**src/rtl/barrett_param_gen_64b_if.sv**
```systemverilog
// Control/result bundle for the Barrett constant generator.
// The master drives the request side; the slave (the generator) returns K, U and status.
interface barrett_param_gen_64b_if;
    logic          iEn;
    logic          iClr;
    logic          iStart;
    logic [63:0]   iMod;
    logic          oBusy;
    logic          oValid;
    logic          oErr;
    logic [6:0]    oK;
    logic [127:0]  oU;

    modport master (
        output iEn, iClr, iStart, iMod,
        input  oBusy, oValid, oErr, oK, oU
    );

    modport slave (
        input  iEn, iClr, iStart, iMod,
        output oBusy, oValid, oErr, oK, oU
    );
endinterface

```
**src/rtl/barrett_param_gen_64b.sv**
```systemverilog
// Barrett constant generator: K = bit length of the modulus, U = floor(2^(2K) / modulus),
// produced by a fixed-latency restoring divider retiring one quotient bit per enabled cycle.
module barrett_param_gen_64b #(
    parameter int DW = 64,
    parameter int QW = 129
) (
    input  logic                     iClk,
    input  logic                     iRstN,
    barrett_param_gen_64b_if.slave   bus
);

    typedef enum logic [1:0] {
        ST_IDLE   = 2'd0,
        ST_CALC_K = 2'd1,
        ST_DIV    = 2'd2
    } state_t;

    // Bit length of a value: 0 for zero, otherwise MSB index + 1.
    function automatic logic [6:0] bit_len(input logic [DW-1:0] v);
        logic [6:0] n;
        n = 7'd0;
        for (int b = 0; b < DW; b++) begin
            if (v[b]) begin
                n = 7'(b + 1);
            end
        end
        return n;
    endfunction

    state_t          state_r;
    state_t          state_nxt_s;
    logic [DW-1:0]   mod_r;
    logic [DW-1:0]   rem_r;
    logic [QW-3:0]   quo_r;
    logic [6:0]      k_r;
    logic [7:0]      cnt_r;
    logic            busy_r;
    logic            valid_r;
    logic            err_r;
    logic [6:0]      k_out_r;
    logic [QW-2:0]   u_r;

    logic            accept_s;
    logic            mod_zero_s;
    logic [6:0]      k_calc_s;
    logic            d_s;
    logic [DW:0]     shifted_s;
    logic            ge_s;
    logic [DW-1:0]   diff_s;
    logic [DW-1:0]   rem_nxt_s;
    logic [QW-2:0]   quo_final_s;

    // Next-state logic; a start is only taken once the previous result pulse has retired.
    always_comb begin
        state_nxt_s = state_r;
        accept_s    = 1'b0;
        case (state_r)
            ST_IDLE: begin
                if (bus.iStart && !valid_r) begin
                    accept_s    = 1'b1;
                    state_nxt_s = ST_CALC_K;
                end else begin
                    state_nxt_s = ST_IDLE;
                end
            end
            ST_CALC_K: begin
                if (mod_zero_s) begin
                    state_nxt_s = ST_IDLE;
                end else begin
                    state_nxt_s = ST_DIV;
                end
            end
            ST_DIV: begin
                if (cnt_r == 8'd0) begin
                    state_nxt_s = ST_IDLE;
                end else begin
                    state_nxt_s = ST_DIV;
                end
            end
            default: begin
                state_nxt_s = ST_IDLE;
            end
        endcase
    end

    // One restoring-division step; the dividend 2^(2K) contributes a single 1 bit at i == 2K.
    // R < mod before the shift, so a successful subtraction always fits back into DW bits.
    always_comb begin
        mod_zero_s  = (mod_r == {DW{1'b0}});
        k_calc_s    = bit_len(mod_r);
        d_s         = (cnt_r == {k_r, 1'b0});
        shifted_s   = {rem_r, d_s};
        ge_s        = (shifted_s >= {1'b0, mod_r});
        diff_s      = shifted_s[DW-1:0] - mod_r;
        rem_nxt_s   = ge_s ? diff_s : shifted_s[DW-1:0];
        quo_final_s = {quo_r, ge_s};
    end

    // State, datapath and registered outputs; iEn low freezes everything, iClr acts like reset.
    always_ff @(posedge iClk or negedge iRstN) begin
        if (!iRstN) begin
            state_r <= ST_IDLE;
            mod_r   <= {DW{1'b0}};
            rem_r   <= {DW{1'b0}};
            quo_r   <= {(QW-2){1'b0}};
            k_r     <= 7'd0;
            cnt_r   <= 8'd0;
            busy_r  <= 1'b0;
            valid_r <= 1'b0;
            err_r   <= 1'b0;
            k_out_r <= 7'd0;
            u_r     <= {(QW-1){1'b0}};
        end else if (bus.iClr) begin
            state_r <= ST_IDLE;
            mod_r   <= {DW{1'b0}};
            rem_r   <= {DW{1'b0}};
            quo_r   <= {(QW-2){1'b0}};
            k_r     <= 7'd0;
            cnt_r   <= 8'd0;
            busy_r  <= 1'b0;
            valid_r <= 1'b0;
            err_r   <= 1'b0;
            k_out_r <= 7'd0;
            u_r     <= {(QW-1){1'b0}};
        end else if (bus.iEn) begin
            state_r <= state_nxt_s;
            valid_r <= 1'b0;
            case (state_r)
                ST_IDLE: begin
                    if (accept_s) begin
                        mod_r  <= bus.iMod;
                        rem_r  <= {DW{1'b0}};
                        quo_r  <= {(QW-2){1'b0}};
                        busy_r <= 1'b1;
                        err_r  <= 1'b0;
                    end
                end
                ST_CALC_K: begin
                    if (mod_zero_s) begin
                        err_r   <= 1'b1;
                        k_out_r <= 7'd0;
                        u_r     <= {(QW-1){1'b0}};
                        valid_r <= 1'b1;
                        busy_r  <= 1'b0;
                    end else begin
                        k_r   <= k_calc_s;
                        cnt_r <= 8'(QW - 1);
                    end
                end
                ST_DIV: begin
                    rem_r <= rem_nxt_s;
                    quo_r <= quo_final_s[QW-3:0];
                    cnt_r <= cnt_r - 8'd1;
                    if (cnt_r == 8'd0) begin
                        u_r     <= quo_final_s;
                        k_out_r <= k_r;
                        err_r   <= 1'b0;
                        valid_r <= 1'b1;
                        busy_r  <= 1'b0;
                    end
                end
                default: begin
                    state_r <= ST_IDLE;
                    busy_r  <= 1'b0;
                end
            endcase
        end
    end

    assign bus.oBusy  = busy_r;
    assign bus.oValid = valid_r;
    assign bus.oErr   = err_r;
    assign bus.oK     = k_out_r;
    assign bus.oU     = u_r;

endmodule

```
**src/flat_wrapper.sv**
```systemverilog
// flat-port wrapper written by rule: the top's interface ports become plain ports
module barrett_param_gen_64b_flat 
#(
    parameter int DW = 64,
    parameter int QW = 129
)
  (iClk, iRstN, bus_iEn, bus_iClr, bus_iStart, bus_iMod, bus_oBusy, bus_oValid, bus_oErr, bus_oK, bus_oU);
  barrett_param_gen_64b_if bus_i ();
  input  logic iClk;
  input  logic iRstN;
  input wire logic [$bits(bus_i.iEn)-1:0] bus_iEn;
  input wire logic [$bits(bus_i.iClr)-1:0] bus_iClr;
  input wire logic [$bits(bus_i.iStart)-1:0] bus_iStart;
  input wire logic [$bits(bus_i.iMod)-1:0] bus_iMod;
  output wire logic [$bits(bus_i.oBusy)-1:0] bus_oBusy;
  output wire logic [$bits(bus_i.oValid)-1:0] bus_oValid;
  output wire logic [$bits(bus_i.oErr)-1:0] bus_oErr;
  output wire logic [$bits(bus_i.oK)-1:0] bus_oK;
  output wire logic [$bits(bus_i.oU)-1:0] bus_oU;
  assign bus_i.iEn = bus_iEn;
  assign bus_i.iClr = bus_iClr;
  assign bus_i.iStart = bus_iStart;
  assign bus_i.iMod = bus_iMod;
  assign bus_oBusy = bus_i.oBusy;
  assign bus_oValid = bus_i.oValid;
  assign bus_oErr = bus_i.oErr;
  assign bus_oK = bus_i.oK;
  assign bus_oU = bus_i.oU;
  barrett_param_gen_64b #(.DW(DW), .QW(QW)) u_core (.iClk(iClk), .iRstN(iRstN), .bus(bus_i));
endmodule
```
**config.mk**
```make
export PLATFORM = sky130hd
export DESIGN_NAME = barrett_param_gen_64b_flat
export DESIGN_NICKNAME = d
export VERILOG_FILES = /design/src/rtl/barrett_param_gen_64b_if.sv /design/src/rtl/barrett_param_gen_64b.sv /design/src/flat_wrapper.sv
export SDC_FILE = /design/constraint.sdc
export NUM_CORES = 1
export LEC_CHECK = 0
export BUFFER_PORTS_ARGS = -buffer_cell sky130_fd_sc_hd__buf_2
export CAP_MARGIN = 20
export CORE_MARGIN = 2
export CORE_UTILIZATION = 40
export DETAILED_ROUTE_END_ITERATION = 16
export PLACE_DENSITY = 0.58
export RECOVER_POWER = 25
export SETUP_SLACK_MARGIN = 0.2
export SLEW_MARGIN = 20
export SYNTH_ARGS = -nofsm -noshare
export SYNTH_HDL_FRONTEND = slang
export SYNTH_SLANG_ARGS = --single-unit
```
**constraint.sdc**
```tcl
create_clock -name iClk -period 4.2 [get_ports iClk]
set_input_delay 0.63 -clock iClk [delete_from_list [all_inputs] [get_ports iClk]]
set_output_delay 0.63 -clock iClk [all_outputs]
set_load 0.02 [all_outputs]
```
==> impl_metrics.yaml <==
run_status:
  status: "finished with violations"
  violations: "capacitance limit, slew limit"
grt:
  grt_overflow: 0
  grt_pass1_vias: 16710
  grt_max_degree: 230
  antenna_found_initial: 2
  grt_use_total_pct: 20.11
  grt_pass1_wl_mm: 87.73
cts:
  clock_path_buffers: 3
  post_cts.repair.setup_buffers: 0
  clock-sinks: 410
  htree_levels: 2
  clk_pin_slew_ns: 0.06
  numCtsBuffers: 47
  cts_tree: "done"
  clock_latency_ns: 0.60
  cts-root-buf: "clkbuf_16"
placed_design:
  dp_hpwl_mm: 37.82
  placed_area_um2: 22280
  place_ws_ns: 0.4200
  post-place-cells: 3166
  port_buffers: 206
  place.gp.congestion: 0.8938
sta:
  setup_ws_ns: 0.4542
  hold_violations: 0
  setup_tns_ns: 0
  tightestPinTransition_ns: 2.923
  slew_violations: 116
  setup_viol: 0
  rsz0062_at_grt: "yes"
  finalCritPeriodShare_pct: 89.19
  max_freq_mhz: 267.0
  fin_crit_ns: 3.746
  max-slew-margin-rel_pct: -94.87
  clock_skew_ns: 0.02173
floorplan:
  die_h_um: 231.5
  die_w_um: 231.5
  ios: 207
  fp.coreArea_um2: 51200
  rows: 83
  dieArea_um2: 53600
  start_util_pct: 40.44
setup_path:
  crit_path_max_incr_delay_ns: 0.46
  rr_startpoint: "u_core.cnt_r[2]$_DFFE_PN0P_"
  crit_path_frequent_cell: "o21ai_1"
  setup.worst_path.end_class: "flip-flop"
  path_buf_inv: 1
  crit_type: "flip-flop to flip-flop"
  critPathRequiredTime_ns: 4.70
  rr_worst_depth: 16
  path_cells: "xor2_1, nor4_1, nand2_1, ha_1, fa_1, nand2b_1, a21oi_1, o21ai_1, a31o_2, a211oi_1, buf_4, o21ai_1, o21bai_2, a21boi_0, xor2_1, o21ai_1"
  crit_fanout: 7
  r2r_slack_ns: 0.45
  crit_path_start_kind: "flip-flop"
  worstPathArrival_ns: 4.25
  worstReg2RegEnd: "u_core.rem_r[48]$_DFFE_PN0P_"
  crit_family: "compound AO/OA/AOI/OAI gates"
  crit_cells: 16
  cp_slowest_cell: "dfrtp_1"
logic_synthesis:
  synth_nets: 2535
  yosysSeqAreaShare_pct: 49.55
  postSynthCellCount: 2395
  syn-cell-area_um2: 20700
  synthArstFlopShare_pct: 100.0
  yosysWarnings: 0
  netlist-cell-type-count: 75
  yosys.area.top_type: "dfrtp_1"
  ys.flop_type: "dfrtp_1"
  syn_area_per_cell_um2: 8.645
  synth_top_area_share_pct: 49.55
  synth_area_leaders: "dfrtp_1 50%, nand2_1 11%, o21ai_0 4.8%"
  synth_edf_count: 0
  synth-seq-cells: 410
finish:
  num-fill-cells: 5095
  antenna_cells: 0
  utilization_pct: 46.59
  design_area_um2: 23850
  area_growth_pct: 15.20
  final_nets: 2675
  drive_above_1_share_pct: 12.95
  fin_cells: 3252
detailed_routing:
  wl_per_cell_um: 16.55
  drtIter0Drc: 1247
  vias: 17160
  wl_mm: 53.81
  final_antenna_net_count: 0
  drcViolationCount: 0
  routed_via_density: 5.278
  first_pass_iters: 7
power_and_ir_drop:
  p_per_area_nw_per_um2: 385.3
  p_leak_nw: 11.24
  peakVddDrop_mv: 0.3144
min_path:
  min_to: "u_core.mod_r[14]$_DFFE_PN0P_"
  hp-class: "input port to flip-flop"
  whs_path_depth: 3
  min_from: "bus_iMod[14]"
run:
  drv_cap: 1
-- cell usage after synthesis (30+ instances only) --
| cell | instances |
|---|---|
| a21oi_1 | 176 |
| clkbuf_1 | 108 |
| dfrtp_1 | 410 |
| ha_1 | 70 |
| inv_1 | 86 |
| nand2_1 | 634 |
| nand3_1 | 35 |
| nor2_1 | 76 |
| o21ai_0 | 198 |
| o21ai_1 | 184 |
| xnor2_1 | 34 |
| xor2_1 | 30 |
-- layout by cell type (no fill, tap or decap), types with 24 or more instances in the layout --
| cell | instances |
|---|---|
| xnor2_1 | 34 |
| buf_2 | 205 |
| nor2_1 | 76 |
| xor2_1 | 30 |
| nand3_1 | 34 |
| clkbuf_16 | 48 |
| nor3_1 | 25 |
| a21o_1 | 24 |
| o21ai_0 | 198 |
| nand2_1 | 634 |
| o21ai_1 | 184 |
| a21oi_1 | 174 |
| ha_1 | 70 |
| dfrtp_1 | 410 |
| inv_1 | 86 |
-- registers in the layout (all words and copies together), names as in the netlist --
signal             count
u_core.mod_r          64
u_core.bus.oU        128
u_core.quo_r         127
u_core.bus.oBusy       1
u_core.bus.oK          7
u_core.bus.oValid      1
u_core.k_r             7
u_core.bus.oErr        1
u_core.state_r         2
u_core.rem_r          64
u_core.cnt_r           8
-- worst register-to-register path, stage by stage, from the launching register on --
cell,delay (ns)
dfrtp_1,0.46
xor2_1,0.18
nor4_1,0.28
nand2_1,0.15
ha_1,0.24
fa_1,0.41
nand2b_1,0.18
a21oi_1,0.19
o21ai_1,0.15
a31o_2,0.26
a211oi_1,0.24
buf_4,0.17
o21ai_1,0.10
o21bai_2,0.23
a21boi_0,0.14
xor2_1,0.16
o21ai_1,0.14
-- metrics by stage --
| stage | hold slack [ns] | power (mW) |
|---|---|---|
| floorplan | 0.3344 | 4.726 |
| global placement | 0.4617 | 5.070 |
| detailed placement | 0.4633 | 5.076 |
| CTS | 0.1599 | 9.317 |
| global route | 0.2425 | 9.603 |
| finish | 0.2622 | 9.191 |
-- how the worst max path moves through the flow --
stage	startpoint	end	slack (ns)
floorplan	u_core.cnt_r[2]$_DFFE_PN0P_	u_core.rem_r[62]$_DFFE_PN0P_	0.72
global placement	u_core.cnt_r[2]$_DFFE_PN0P_	u_core.rem_r[30]$_DFFE_PN0P_	0.46
detailed placement	u_core.cnt_r[2]$_DFFE_PN0P_	u_core.rem_r[30]$_DFFE_PN0P_	0.42
CTS	u_core.cnt_r[2]$_DFFE_PN0P_	u_core.rem_r[62]$_DFFE_PN0P_	0.38
global route	u_core.cnt_r[2]$_DFFE_PN0P_	u_core.rem_r[30]$_DFFE_PN0P_	0.15
finish	u_core.cnt_r[2]$_DFFE_PN0P_	u_core.rem_r[48]$_DFFE_PN0P_	0.45
-- layout make-up --
| cell class | instances | area [um2] | share of cell area (%) |
|---|---|---|---|
| tap | 680 | 850.8 | 3.567 |
| multi-input combinational | 1755 | 9510 | 39.87 |
| clock inverter | 20 | 229.0 | 0.9600 |
| sequential | 410 | 10260 | 43.02 |
| inverter | 87 | 326.6 | 1.369 |
| clock buffer | 66 | 1379 | 5.781 |
| timing repair buffer | 234 | 1296 | 5.435 |
-- power breakdown --
| part | leakage, nW | internal (mW) | switching (mW) |
|---|---|---|---|
| clock | 0.786 | 2.49 | 1.71 |
| sequential | 5.70 | 3.98 | 0.0407 |
| combinational | 4.75 | 0.313 | 0.654 |
| total | 11.2 | 6.79 | 2.40 |
-- cells by family after synthesis --
group | synth area share [%]
and+or+nand+nor | 17.55
DFF | 49.55
muxes | 0.5922
adders and majority gates | 4.327
buffers and inverters | 4.720
AOI/OAI and AO/OA | 20.55
xor gates and xnor gates | 2.707
-- routing by layer --
layer	track usage (%)	routed length [um]	up-vias
li1	-	-	8556
met5	0	0	-
met1	27.02	24460	8178
met3	3.814	2842	82
met4	5.403	1134	0
met2	33.26	25380	347
-- what timing repair did --
action,in CTS,in global routing
resized for setup,0,4
endpoints found under the setup margin,0,30
hold buffers,0,0
hold endpoints to repair,0,0
Note: power is estimated with default switching activity, not from simulation.
